--- src/rtl/pc_seq_if.sv ---
// ---------------------------------------------------------------------------
// pc_seq_if
// Signal bundle between the pc_sequencer and its surroundings (instruction
// memory, instruction register, jump/branch resolution, data memory).
//
// Control semantics (one place): there is no valid/ready pair here. start is
// a level that is only sampled in IDLE; jump_valid/branch_taken and their
// targets are sampled only on the edge leaving EXEC; mem_busy is sampled only
// on edges leaving MEM. All outputs are registered or decoded from state.
//
// Signals:
//   start          in   1  leave IDLE and begin fetching
//   ir_opcode      in   6  IR[31:26], valid from DECODE onward
//   jump_valid     in   1  jump redirect resolved (EXEC only)
//   jump_target    in   9  jump destination
//   branch_taken   in   1  branch resolved taken (EXEC only)
//   branch_target  in   9  branch destination
//   mem_busy       in   1  data memory not ready (MEM only)
//   pc             out  9  program counter
//   inst_load      out  1  IR capture enable (FETCH)
//   mem_phase      out  1  high in MEM
//   reg_write_en   out  1  register-file write pulse (WB)
//   state          out  3  FSM state, debug
//   halted         out  1  high in HALT
//   trap           out  1  PC-overflow trap flag
//   instr_count    out 16  retired-instruction counter
// ---------------------------------------------------------------------------
interface pc_seq_if;
    logic        start;
    logic [5:0]  ir_opcode;
    logic        jump_valid;
    logic [8:0]  jump_target;
    logic        branch_taken;
    logic [8:0]  branch_target;
    logic        mem_busy;
    logic [8:0]  pc;
    logic        inst_load;
    logic        mem_phase;
    logic        reg_write_en;
    logic [2:0]  state;
    logic        halted;
    logic        trap;
    logic [15:0] instr_count;

    // master: environment driving the sequencer
    modport master (
        output start, ir_opcode, jump_valid, jump_target,
               branch_taken, branch_target, mem_busy,
        input  pc, inst_load, mem_phase, reg_write_en, state,
               halted, trap, instr_count
    );

    // slave: the sequencer itself
    modport slave (
        input  start, ir_opcode, jump_valid, jump_target,
               branch_taken, branch_target, mem_busy,
        output pc, inst_load, mem_phase, reg_write_en, state,
               halted, trap, instr_count
    );
endinterface

--- src/rtl/pc_sequencer.sv ---
// ---------------------------------------------------------------------------
// pc_sequencer
// Multi-cycle control FSM owning the 9-bit program counter. Each instruction
// walks FETCH -> DECODE -> EXEC -> (MEM) -> WB; jumps/branches captured in
// EXEC are applied at WB, MEM stalls while mem_busy, opcode 6'h3F halts.
//
// Ports:
//   clk   system clock, rising edge
//   rst   synchronous active-high reset
//   bus   pc_seq_if.slave (see pc_seq_if.sv for the signal list)
//
// Optional feature macro: PC_SEQ_WRAP_TRAP_EN
//   defined   : WB at pc==511 without redirect goes to HALT and sets trap
//   undefined : pc wraps 511 -> 0, trap tied low
// ---------------------------------------------------------------------------
module pc_sequencer (
    input  logic     clk,
    input  logic     rst,
    pc_seq_if.slave  bus
);

    typedef enum logic [2:0] {
        S_IDLE   = 3'd0,
        S_FETCH  = 3'd1,
        S_DECODE = 3'd2,
        S_EXEC   = 3'd3,
        S_MEM    = 3'd4,
        S_WB     = 3'd5,
        S_HALT   = 3'd6
    } state_t;

    state_t      state_q, state_d;
    logic [8:0]  pc_q, pc_d;
    logic [8:0]  redir_pc_q, redir_pc_d;
    logic        redir_pend_q, redir_pend_d;
    logic [15:0] count_q, count_d;
    logic        rwe_q, rwe_d;
`ifdef PC_SEQ_WRAP_TRAP_EN
    logic        trap_q, trap_d;
`endif

    logic op_skip_mem;   // j, jr, jal: no data-memory phase
    logic op_no_write;   // j, jr: no register write
    assign op_skip_mem = (bus.ir_opcode == 6'd1) || (bus.ir_opcode == 6'd2) ||
                         (bus.ir_opcode == 6'd3);
    assign op_no_write = (bus.ir_opcode == 6'd1) || (bus.ir_opcode == 6'd2);

    always_ff @(posedge clk) begin
        if (rst) begin
            state_q      <= S_IDLE;
            pc_q         <= 9'd0;
            redir_pc_q   <= 9'd0;
            redir_pend_q <= 1'b0;
            count_q      <= 16'd0;
            rwe_q        <= 1'b0;
`ifdef PC_SEQ_WRAP_TRAP_EN
            trap_q       <= 1'b0;
`endif
        end else begin
            state_q      <= state_d;
            pc_q         <= pc_d;
            redir_pc_q   <= redir_pc_d;
            redir_pend_q <= redir_pend_d;
            count_q      <= count_d;
            rwe_q        <= rwe_d;
`ifdef PC_SEQ_WRAP_TRAP_EN
            trap_q       <= trap_d;
`endif
        end
    end

    always_comb begin
        state_d      = state_q;
        pc_d         = pc_q;
        redir_pc_d   = redir_pc_q;
        redir_pend_d = redir_pend_q;
        count_d      = count_q;
        // reg_write_en is registered: it is computed on the edge entering WB
        // so the output has no combinational path from ir_opcode.
        rwe_d        = 1'b0;
`ifdef PC_SEQ_WRAP_TRAP_EN
        trap_d       = trap_q;
`endif
        case (state_q)
            S_IDLE: begin
                if (bus.start) state_d = S_FETCH;
            end
            S_FETCH: begin
                state_d = S_DECODE;
            end
            S_DECODE: begin
                state_d = (bus.ir_opcode == 6'h3F) ? S_HALT : S_EXEC;
            end
            S_EXEC: begin
                // Jump has priority over a simultaneously taken branch.
                if (bus.jump_valid) begin
                    redir_pc_d   = bus.jump_target;
                    redir_pend_d = 1'b1;
                end else if (bus.branch_taken) begin
                    redir_pc_d   = bus.branch_target;
                    redir_pend_d = 1'b1;
                end
                if (op_skip_mem) begin
                    state_d = S_WB;
                    rwe_d   = !op_no_write;
                end else begin
                    state_d = S_MEM;
                end
            end
            S_MEM: begin
                if (!bus.mem_busy) begin
                    state_d = S_WB;
                    rwe_d   = !op_no_write;
                end
            end
            S_WB: begin
                count_d      = count_q + 16'd1;
                redir_pend_d = 1'b0;
                state_d      = S_FETCH;
                if (redir_pend_q) begin
                    pc_d = redir_pc_q;
                end else begin
`ifdef PC_SEQ_WRAP_TRAP_EN
                    if (pc_q == 9'd511) begin
                        state_d = S_HALT;
                        trap_d  = 1'b1;
                    end else begin
                        pc_d = pc_q + 9'd1;
                    end
`else
                    pc_d = pc_q + 9'd1;
`endif
                end
            end
            S_HALT: begin
                state_d = S_HALT;
            end
            default: begin
                state_d = S_IDLE;
            end
        endcase
    end

    assign bus.pc           = pc_q;
    assign bus.inst_load    = (state_q == S_FETCH);
    assign bus.mem_phase    = (state_q == S_MEM);
    assign bus.reg_write_en = rwe_q;
    assign bus.state        = state_q;
    assign bus.halted       = (state_q == S_HALT);
    assign bus.instr_count  = count_q;
`ifdef PC_SEQ_WRAP_TRAP_EN
    assign bus.trap         = trap_q;
`else
    assign bus.trap         = 1'b0;
`endif

endmodule

--- src/flat_wrapper.sv ---
// flat-port wrapper written by rule: the top's interface ports become plain ports
module pc_sequencer_flat 
  (clk, rst, bus_start, bus_ir_opcode, bus_jump_valid, bus_jump_target, bus_branch_taken, bus_branch_target, bus_mem_busy, bus_pc, bus_inst_load, bus_mem_phase, bus_reg_write_en, bus_state, bus_halted, bus_trap, bus_instr_count);
  pc_seq_if bus_i ();
  input  logic clk;
  input  logic rst;
  input wire logic [$bits(bus_i.start)-1:0] bus_start;
  input wire logic [$bits(bus_i.ir_opcode)-1:0] bus_ir_opcode;
  input wire logic [$bits(bus_i.jump_valid)-1:0] bus_jump_valid;
  input wire logic [$bits(bus_i.jump_target)-1:0] bus_jump_target;
  input wire logic [$bits(bus_i.branch_taken)-1:0] bus_branch_taken;
  input wire logic [$bits(bus_i.branch_target)-1:0] bus_branch_target;
  input wire logic [$bits(bus_i.mem_busy)-1:0] bus_mem_busy;
  output wire logic [$bits(bus_i.pc)-1:0] bus_pc;
  output wire logic [$bits(bus_i.inst_load)-1:0] bus_inst_load;
  output wire logic [$bits(bus_i.mem_phase)-1:0] bus_mem_phase;
  output wire logic [$bits(bus_i.reg_write_en)-1:0] bus_reg_write_en;
  output wire logic [$bits(bus_i.state)-1:0] bus_state;
  output wire logic [$bits(bus_i.halted)-1:0] bus_halted;
  output wire logic [$bits(bus_i.trap)-1:0] bus_trap;
  output wire logic [$bits(bus_i.instr_count)-1:0] bus_instr_count;
  assign bus_i.start = bus_start;
  assign bus_i.ir_opcode = bus_ir_opcode;
  assign bus_i.jump_valid = bus_jump_valid;
  assign bus_i.jump_target = bus_jump_target;
  assign bus_i.branch_taken = bus_branch_taken;
  assign bus_i.branch_target = bus_branch_target;
  assign bus_i.mem_busy = bus_mem_busy;
  assign bus_pc = bus_i.pc;
  assign bus_inst_load = bus_i.inst_load;
  assign bus_mem_phase = bus_i.mem_phase;
  assign bus_reg_write_en = bus_i.reg_write_en;
  assign bus_state = bus_i.state;
  assign bus_halted = bus_i.halted;
  assign bus_trap = bus_i.trap;
  assign bus_instr_count = bus_i.instr_count;
  pc_sequencer u_core (.clk(clk), .rst(rst), .bus(bus_i));
endmodule
--- config.mk ---
export PLATFORM = sky130hd
export DESIGN_NAME = pc_sequencer_flat
export DESIGN_NICKNAME = d
export VERILOG_FILES = /design/src/rtl/pc_seq_if.sv /design/src/rtl/pc_sequencer.sv /design/src/flat_wrapper.sv
export SDC_FILE = /design/constraint.sdc
export NUM_CORES = 1
export LEC_CHECK = 0
export BUFFER_PORTS_ARGS = -buffer_cell sky130_fd_sc_hd__buf_2
export CAP_MARGIN = 20
export CORE_ASPECT_RATIO = 1.75
export CORE_UTILIZATION = 30
export DETAILED_ROUTE_END_ITERATION = 8
export PLACE_DENSITY = 0.5
export SLEW_MARGIN = 10
export SYNTH_ARGS = -nofsm -noshare
export SYNTH_HDL_FRONTEND = slang
export SYNTH_SLANG_ARGS = --single-unit
--- constraint.sdc ---
create_clock -name clk -period 2 [get_ports clk]
set_input_delay 0.5 -clock clk [delete_from_list [all_inputs] [get_ports clk]]
set_output_delay 0.5 -clock clk [all_outputs]
set_load 0.05 [all_outputs]
**Yosys cells after proc, flatten, opt, wreduce, memory -nomap -nowiden**

Index checks and enable logic that the tools add are counted.

- Flip-flop bits (word level): 39
- Bits of input ports: 30

- $add $sub $neg: 2
- Equality and inequality tests: 13
- Muxes and demuxes: 14
- Reduce and logical (&&, ||, !) cells: 9

Operators by type and width:

| kind | number |
|---|---|
| 9-bit 2-to-1 mux | 3 |
| 3-bit case mux with 7 select lines | 1 |
| 16-bit by 1-bit adder with 16-bit output (second input constant) | 1 |
| 6-bit by 2-bit == test with 1-bit output (second input constant) | 2 |
| 9-bit by 1-bit adder with 9-bit output (second input constant) | 1 |
| 3-bit == test (second input constant) | 3 |
| 3-bit 2-to-1 mux | 3 |
| 3-bit by 2-bit == test with 1-bit output (second input constant) | 2 |
| 6-bit by 1-bit == test with 1-bit output (second input constant) | 1 |
| 6-bit == test (second input constant) | 1 |
| 2-bit AND reduction | 3 |
| 1-bit 2-to-1 mux | 5 |
| 2-bit != test (second input constant) | 2 |
| 1-bit case mux with 2 select lines | 2 |
| 2-bit nonzero test | 2 |
| 3-bit by 1-bit == test with 1-bit output (second input constant) | 1 |
| 3-bit logical NOT | 1 |
| 3-bit != test (second input constant) | 1 |
| 1-bit logical OR | 2 |
| 1-bit logical NOT | 1 |

**Longest topological paths before layout**

Gate-level depths: netlist of run 1.

- Depth after elaboration: 5
- Mapped depth: 6

**Worst setup path before layout of run 1**

Ideal clock, no wire load.

- Path type: register to output
- From: register u_core.state_q[0] (netlist: u_core.bus.state[0])
- To: output bus_inst_load
- Data arrival time: 1.687 ns
- Required time: 1.500 ns
- Path slack: -0.187 ns
- Cell stages (with the launch flop): 3
- Buffers on the path: 0
- Path through: dfxtp_1 > or2b_1 > nor2_1

- Longest elaborated chain between the ends: 1

Ends and longest elaborated chain:

| what | RTL line | source |
|---|---|---|
| start: declaration | pc_sequencer.sv:32 | `state_t state_q, state_d;` |
| start signal: assignment | pc_sequencer.sv:60 | `state_q <= state_d;` |
| 3-bit by 1-bit == test with 1-bit output | pc_sequencer.sv:145 | `assign bus.inst_load = (state_q == S_FETCH);` |
| end: declaration | flat_wrapper.sv:15 | `output wire logic [$bits(bus_i.inst_load)-1:0] bus_inst_load;` |

Every way passes these cells.

**Worst setup path after layout of run 1**

- From: register u_core.state_q[2] (netlist: u_core.bus.state[2])
- To: output bus_inst_load

Same word-level chain as after synthesis.

==> impl_results.md, run 1 <==
- PnR worst setup slack: 139 ps
- Most common cell after layout, fill and taps aside: buf_2
- Final Power: approximately 1.8 mW
- Setup Slack @ Placement: between 150 and 200 ps
- IO Port Bufs: between 60 and 70
- Number of flops mapped to enable cells by yosys: 0
- Max cap viols: 0
- # hold bufs at CTS: 0
- I/O Pins: 63
- Most area-hungry cell type in the Yosys netlist: dfxtp_1
- RSZ-0062 raised after global routing: no
- Residual DRC: 0
- GRT Util Overall: about 15%
- Switching portion of total power: 29.9%
- First-pass GRT wire length: 7890 um
- CP Launch Type: register
- Mapped Cells: approximately 220
- Final Critical Period: between 1500 and 2000 ps
- Critical Path RT: ~1500 ps
- Overall routed net length: between 4000 and 5000 um
- Synth Area in Compound Gates: 17.1%
- Peak supply drop: approximately 0.37 mV
- Fmax: between 500 and 600 MHz
- Setup Total Neg Slack: 0 ps
- Remaining global-route overflow: 0
- Tcrit/Tclk final: between 90% and 100%
- Die area: 6790 um2
- Sequential share of the synthesized area: between 40 and 50%
- Adder-cell share of the synthesized area: under 10%
- Placed cells: 360
- Clock latency on the worst-skew pair: just under 300 ps
- TritonCTS Buffers: 5
- Setup-failing EPs final: 0
- Pins Over Slew Limit: 0
- Critical-path top delay cell: dfxtp_1
- Clock power share: 33.8%
- Dpl hpwl: 3650 um
- Drt first pass iters: 6
- H-tree levels: 2
- Synth Area in XOR/XNOR: 4.52%
- Crit end category: output pin
- Post-CTS Setup Repair Bufs: 0
- Worst r2r path cells: 4
- Nets: around 320
- Worst hold stages: 2
- CTS Sinks: 39
- CP max stage delay: ~410 ps
- Static leakage: about 1.0 nW
- Worst-path cell chain: or2b_1 > nor2_2 > buf_2
- Mux cell area share after synthesis: under 10%
- Starting DRT DRC Count: between 50 and 60
- Outcome: completed
- Initial antenna violation count: 0
- Final Hold Vio Count: 0
- Largest family of logic cells by synthesized area: simple AND/OR/NAND/NOR gates
- Root buffer cell: clkbuf_8
- Synth top area share: 40.3%
- Area growth, synth to finish: 26.6%
- Post-cts resize count: 0
- Worst-path maximum fanout: 12
- Initial cell density of the core: between 30% and 40%
- Syn nets: approximately 260
- Syn Area/Cell: between 8 and 9 um2
- Vias in the first global route: roughly 1700
- Via count: 1826
- Commonest non-fill, non-tap cells in the layout: 61 x buf_2, 37 x dfxtp_1, 34 x nor2_1
- Share of layout cells above drive strength 1: 30.9%
- Die width: between 60 and 70 um
- Part of the power in registers: between 40% and 50%
- Num rows: 38
- PwrDens: 718 nW/um2
- Gpl congestion: between 0.7 and 0.8
- P_sw: about 530 uW
- WL per Instance: ~13 um
- Synth Area in Simple Gates: 25.6%
- Distinct cells, synth: 45
- DIE HEIGHT: 108 um
- Arr. time, crit path: 1360 ps
- Core area: around 6200 um2
- Internal power: 1.23 mW
- Worst Hold Class: reg -> reg
- Mapped Area: approximately 1900 um2
- # diodes: 0
- Top_reg_cell synth: dfxtp_1
- Setup CP Type: reg -> out
- Clock-pin slew on the worst setup and hold paths: about 80 ps
- Finished Layout Cells: 368
- Largest net degree at the start of global routing: 22
- Filler cell count: 700
- Antenna viol nets, final: 0
- Worst Clk Skew: roughly 5.8 ps
- Vias per cell: between 4 and 5
- TritonCTS clock tree: yes
- CTS max path bufs: 2
- Synth area leaders: dfxtp_1 40%, mux2i_1 7.2%, nor2_1 7.0%
- Post-synth ARST share: 0%
- Ys Warns: 0
- Post-synthesis register bit count: 39
- Comb pwr share: ~17%
area by class of cell:
cell class | instances | area [um2] | share of cell area [%]
flip-flops and latches | 39 | 783 | 31.9
inverters | 3 | 11.3 | 0.459
multi-input cells | 169 | 1090 | 44.4
repair buffers | 69 | 365 | 14.9
well taps | 80 | 100 | 4.08
clock buffers | 7 | 96.3 | 3.93
clock inverters | 1 | 7.51 | 0.306
path summary, 6_finish.rpt:
kind                                                   end                       start  slack [ps]
worst max-delay path                         bus_inst_load         u_core.bus.state[2]         140
worst min-delay path            u_core.bus.instr_count[15]  u_core.bus.instr_count[15]         480
worst max register to register  u_core.bus.instr_count[15]         u_core.bus.state[2]         280
worst min register to register  u_core.bus.instr_count[15]  u_core.bus.instr_count[15]         480
logic make-up (layout without fill, tap and decap cells):
logic type | Yosys count | count (layout)
and+or+nand+nor | 92 | 92
AOI/OAI and AO/OA | 50 | 50
DFF | 39 | 39
buffers and inverters | 16 | 80
muxes | 14 | 14
xor gates and xnor gates | 10 | 10
adders and majority gates | 2 | 2
other | 1 | 1
metrics by stage:
stage / utilization, % / area, um2 / hold WS (ps)
final: 39.4 / 2450 / 483
after global routing: 39.4 / 2450 / 529
after CTS: 39.4 / 2450 / 486
after detailed placement: 37.7 / 2350 / 475
after global placement: 37.7 / 2350 / 460
after floorplan: - / 1940 / 477
cell usage after synthesis (all sizes together) (2+ instances only):
cell type and n:
nor3 3, nand4 8, or4 5, or3 2, and2 2, buf 7, clkbuf 6, nor2 36
a22oi 5, a21oi 15, nand3b 2, o31ai 4, nand2b 3, o21ai 3, dfxtp 39, o22ai 4
nand2 11, ha 2, nand3 9, xor2 9, a211oi 13, inv 3, and4 3, mux2i 14
power by group through the flow:
stage	registers (mW)	clock network [mW]	logic [mW]
2_1_floorplan	0.945	0	0.148
3_3_place_gp	0.881	0	0.303
3_5_place_dp	0.881	0	0.305
4_1_cts	0.862	0.618	0.306
5_1_grt	0.872	0.644	0.326
6_report	0.864	0.595	0.303
metal layers:
metal	GRT usage, %	wire length, um	up-vias
li1	-	-	946
met1	13.9	1840	827
met2	30.0	2720	51
met3	3.38	192	2
met4	5.48	37	0
met5	0	0	-
worst max-delay path: cells and delay by family (launching register included):
kind,cells,cell delay (ps)
flip-flops,1,410
buffers and inverters,1,270
AND/OR/NAND/NOR,2,390
sequential cells by signal, summed over array words and instances (netlist names):
signal                   flops
u_core.redir_pend_q          1
u_core.bus.pc                9
u_core.bus.state             3
u_core.bus.reg_write_en      1
u_core.bus.instr_count      16
u_core.redir_pc_q            9
Power figures use the tool's default switching activity.
==> run 2: changes to the inputs <==
Settings changed: ABC_AREA set to 1, PLACE_DENSITY 0.5 to 0.49.
==> run 2 against run 1 <==
Compared with the run above:
- sequential power is 2% lower
- global-route usage up 1.1 points
- register-to-register slack better by 220 ps
- largest cell class unchanged
==> impl_results.md, run 2 <==
- Outcome: completed (unchanged)
- Largest net degree at the start of global routing: 20 (was 22)
- Overall routed net length: 5380 um (was 4790 um)
- Hold Startpoint: u_core.redir_pc_q[1] (was u_core.bus.instr_count[15])
- Worst hold stages: 2 (unchanged)
- Worst-path cell chain: inv_1 > nor2_2 > buf_2 (was or2b_1 > nor2_2 > buf_2)
- Peak supply drop: 0.319 mV (was 0.365 mV)
- Most common cell after layout, fill and taps aside: nand2_1 (was buf_2)
- Share of layout cells above drive strength 1: 23.0% (was 30.9%)
- Part of the power in registers: 42.5% (was 49.0%)
- TritonCTS clock tree: yes (unchanged)
- First-pass GRT wire length: 9230 um (was 7890 um)
- Gpl congestion: 0.738 (was 0.760)
- Initial cell density of the core: 30.8% (was 31.1%)
- Residual DRC: 0 (unchanged)
- CP max stage delay: 600 ps (was 410 ps)
- GRT Util Overall: 15.9% (was 14.8%)
- Dpl hpwl: 4120 um (was 3650 um)
- Syn Area/Cell: 6.58 um2 (was 8.65 um2)
- Number of flip-flops in the largest register: 16 (unchanged)
- DIE HEIGHT: 113 um (was 108 um)
- Worst-path maximum fanout: 10 (was 12)
- Crit end category: output pin (unchanged)
- Buf+Inv Stages, Crit Path: 2 (was 1)
- Adder-cell share of the synthesized area: 1.18% (was 1.29%)
- Synth Area in Compound Gates: 19.4% (was 17.1%)
- Mapped Cells: 321 (was 224)
- Initial antenna violation count: 0 (unchanged)
- Post-cts resize count: 0 (unchanged)
- Most area-hungry cell type in the Yosys netlist: dfxtp_1 (unchanged)
- Worst reg2reg setup slack: 500 ps (was 280 ps)
- Syn nets: 353 (was 256)
- Remaining global-route overflow: 0 (unchanged)
- H-tree levels: 2 (unchanged)
- # diodes: 0 (unchanged)
- Distinct cells, synth: 33 (was 45)
- Antenna viol nets, final: 0 (unchanged)
- Post-synthesis register bit count: 39 (unchanged)
- PwrDens: 748 nW/um2 (was 718 nW/um2)
- Synth Area in XOR/XNOR: 0.829% (was 4.52%)
- Die area: 7400 um2 (was 6790 um2)
- Filler cell count: 743 (was 700)
- Commonest non-fill, non-tap cells in the layout: 68 x nand2_1, 61 x buf_2, 48 x nor2_1 (was 61 x buf_2, 37 x dfxtp_1, 34 x nor2_1)
- Mux cell area share after synthesis: 0% (was 7.24%)
- Final Util: 38.7% (was 39.4%)
- Synth cell count leaders: 68 x nand2_1, 50 x nor2_1, 43 x a21oi_1 (was 39 x dfxtp_1, 36 x nor2_1, 15 x a21oi_1)
- Clock power share: 41.6% (was 33.8%)
- Hold_ws: 494 ps (was 483 ps)
- Critical Path RT: 1500 ps (about the same)
- WL per Instance: 11.6 um (was 13.0 um)
- Root buffer cell: clkbuf_16 (was clkbuf_8)
- Largest family of logic cells by synthesized area: simple AND/OR/NAND/NOR gates (unchanged)
- Via count: 2145 (was 1826)
- CP delay by family, top: flip-flops (unchanged)
- Final Critical Period: 1870 ps (was 1860 ps)
- IO Port Bufs: 61 (unchanged)
- Core area: 6860 um2 (was 6230 um2)
- RSZ-0062 raised after global routing: no (unchanged)
- Hold EP: u_core.bus.pc[1] (was u_core.bus.instr_count[15])
- CTS Sinks: 39 (unchanged)
- Synth top area share: 36.9% (was 40.3%)
- Setup Total Neg Slack: 0 ps (unchanged)
- Static leakage: 1.26 nW (was 0.999 nW)
- Switching portion of total power: 27.7% (was 29.9%)
- Post-synth ARST share: 0% (unchanged)
- Setup-failing EPs final: 0 (unchanged)
- Top_reg_cell synth: dfxtp_1 (unchanged)
- I/O Pins: 63 (unchanged)
- Pins Over Slew Limit: 0 (unchanged)
- Synth area leaders: dfxtp_1 37%, nand2_1 12%, a21oi_1 10% (was dfxtp_1 40%, mux2i_1 7.2%, nor2_1 7.0%)
- Ys Warns: 0 (unchanged)
- Area growth, synth to finish: 25.7% (was 26.6%)
- Arr. time, crit path: 1370 ps (was 1360 ps)
- Post-CTS Setup Repair Bufs: 0 (unchanged)
- Clock latency on the worst-skew pair: 280 ps (was 290 ps)
- Max cap viols: 0 (unchanged)
- Final Instance Area: 2660 um2 (was 2450 um2)
- Starting DRT DRC Count: 82 (was 58)
- Worst Clk Skew: 4.97 ps (was 5.78 ps)
- Fmax: 533 MHz (was 537 MHz)
- CTS max path bufs: 2 (unchanged)
- Crit Reg-Reg Startpoint: u_core.bus.pc[0] (was u_core.bus.state[2])
- Worst Hold Class: reg -> reg (unchanged)
- Synth Area in Simple Gates: 31.3% (was 25.6%)
- Nets: 413 (was 319)
- Internal power: 1.44 mW (was 1.23 mW)
- Comb pwr share: 15.9% (was 17.2%)
- RR Endpoint: u_core.bus.pc[6] (was u_core.bus.instr_count[15])
- Tcrit/Tclk final: 93.7% (was 93.1%)
- Number of flops mapped to enable cells by yosys: 0 (unchanged)
- Vias in the first global route: 2131 (was 1731)
- Mapped Area: 2110 um2 (was 1940 um2)
- Worst r2r path cells: 8 (was 4)
- TritonCTS Buffers: 5 (unchanged)
- Final Hold Vio Count: 0 (unchanged)
- Num rows: 40 (was 38)
- P_sw: 551 uW (was 527 uW)
- # hold bufs at CTS: 0 (unchanged)
- Drt first pass iters: 4 (was 6)
- Vias per cell: 4.60 (was 4.96)
- Setup CP Type: reg -> out (unchanged)
- Critical-path top delay cell: dfxtp_1 (unchanged)
- Area after DPL: 2500 um2 (was 2350 um2)
- CP Launch Type: register (unchanged)
- Sequential share of the synthesized area: 36.9% (was 40.3%)
- Die width: 65.4 um (was 62.7 um)
- Clock-pin slew on the worst setup and hold paths: 60 ps (was 80 ps)
- Most common cell in the synthesized netlist: nand2_1 (was dfxtp_1)
==> run 2: stage by stage <==
step	setup WS, ps	std cells	total power, mW
finish	125	466	1.99
global route	4.91	466	2.08
CTS	106	466	2.02
detailed placement	402	458	1.18
global placement	424	458	1.18
floorplan	46.9	321	1.09
==> run 2: area by class of cell <==
type | instances | area (um2) | area share [%]
Clock buffer | 8 | 156 | 5.89
Inverter | 39 | 149 | 5.61
Multi-Input combinational cell | 230 | 1120 | 42.3
Sequential cell | 39 | 781 | 29.4
Tap cell | 84 | 105 | 3.96
Timing Repair Buffer | 66 | 343 | 12.9
==> run 2: worst min-delay path: cells and delay by family, from the launching register on <==
family	cells	cell delay [ps]
flip-flops	1	310
AND/OR/NAND/NOR	1	60
AO/OA/AOI/OAI	1	80
==> run 2: cell families (layout without fill, tap and decap cells) <==
group	Yosys count	count (layout)
AOI/OAI and AO/OA	77	77
xor gates and xnor gates	2	2
other	1	1
buffers and inverters	52	113
and+or+nand+nor	148	148
DFF	39	39
adders and majority gates	2	2
==> run 2: how the worst max path moves through the flow <==
stage	slack, ps	startpoint	cells past startpoint	end
after floorplan	50	u_core.bus.state[2]	3	bus_halted
after global placement	420	u_core.bus.state[2]	3	bus_halted
after detailed placement	400	u_core.bus.state[2]	3	bus_halted
after CTS	110	u_core.bus.state[2]	3	bus_halted
after global routing	5	u_core.bus.state[2]	3	bus_mem_phase
final	130	u_core.bus.state[2]	3	bus_halted
==> run 2: metal layers <==
layer	wire length [um]	up-vias	global-route usage [%]
met5	0	-	0
met1	2110	950	15.5
met3	129	4	2.52
met4	61	0	4.78
met2	3080	35	32.2
li1	-	1156	-
==> run 2: power groups by stage <==
stage                     Combinational, mW  Clock, mW  Sequential (mW)
after floorplan                       0.191          0            0.900
after global placement                0.318          0            0.861
after detailed placement              0.319          0            0.861
after CTS                             0.321      0.858            0.844
after global routing                  0.351      0.883            0.849
final                                 0.315      0.827            0.844
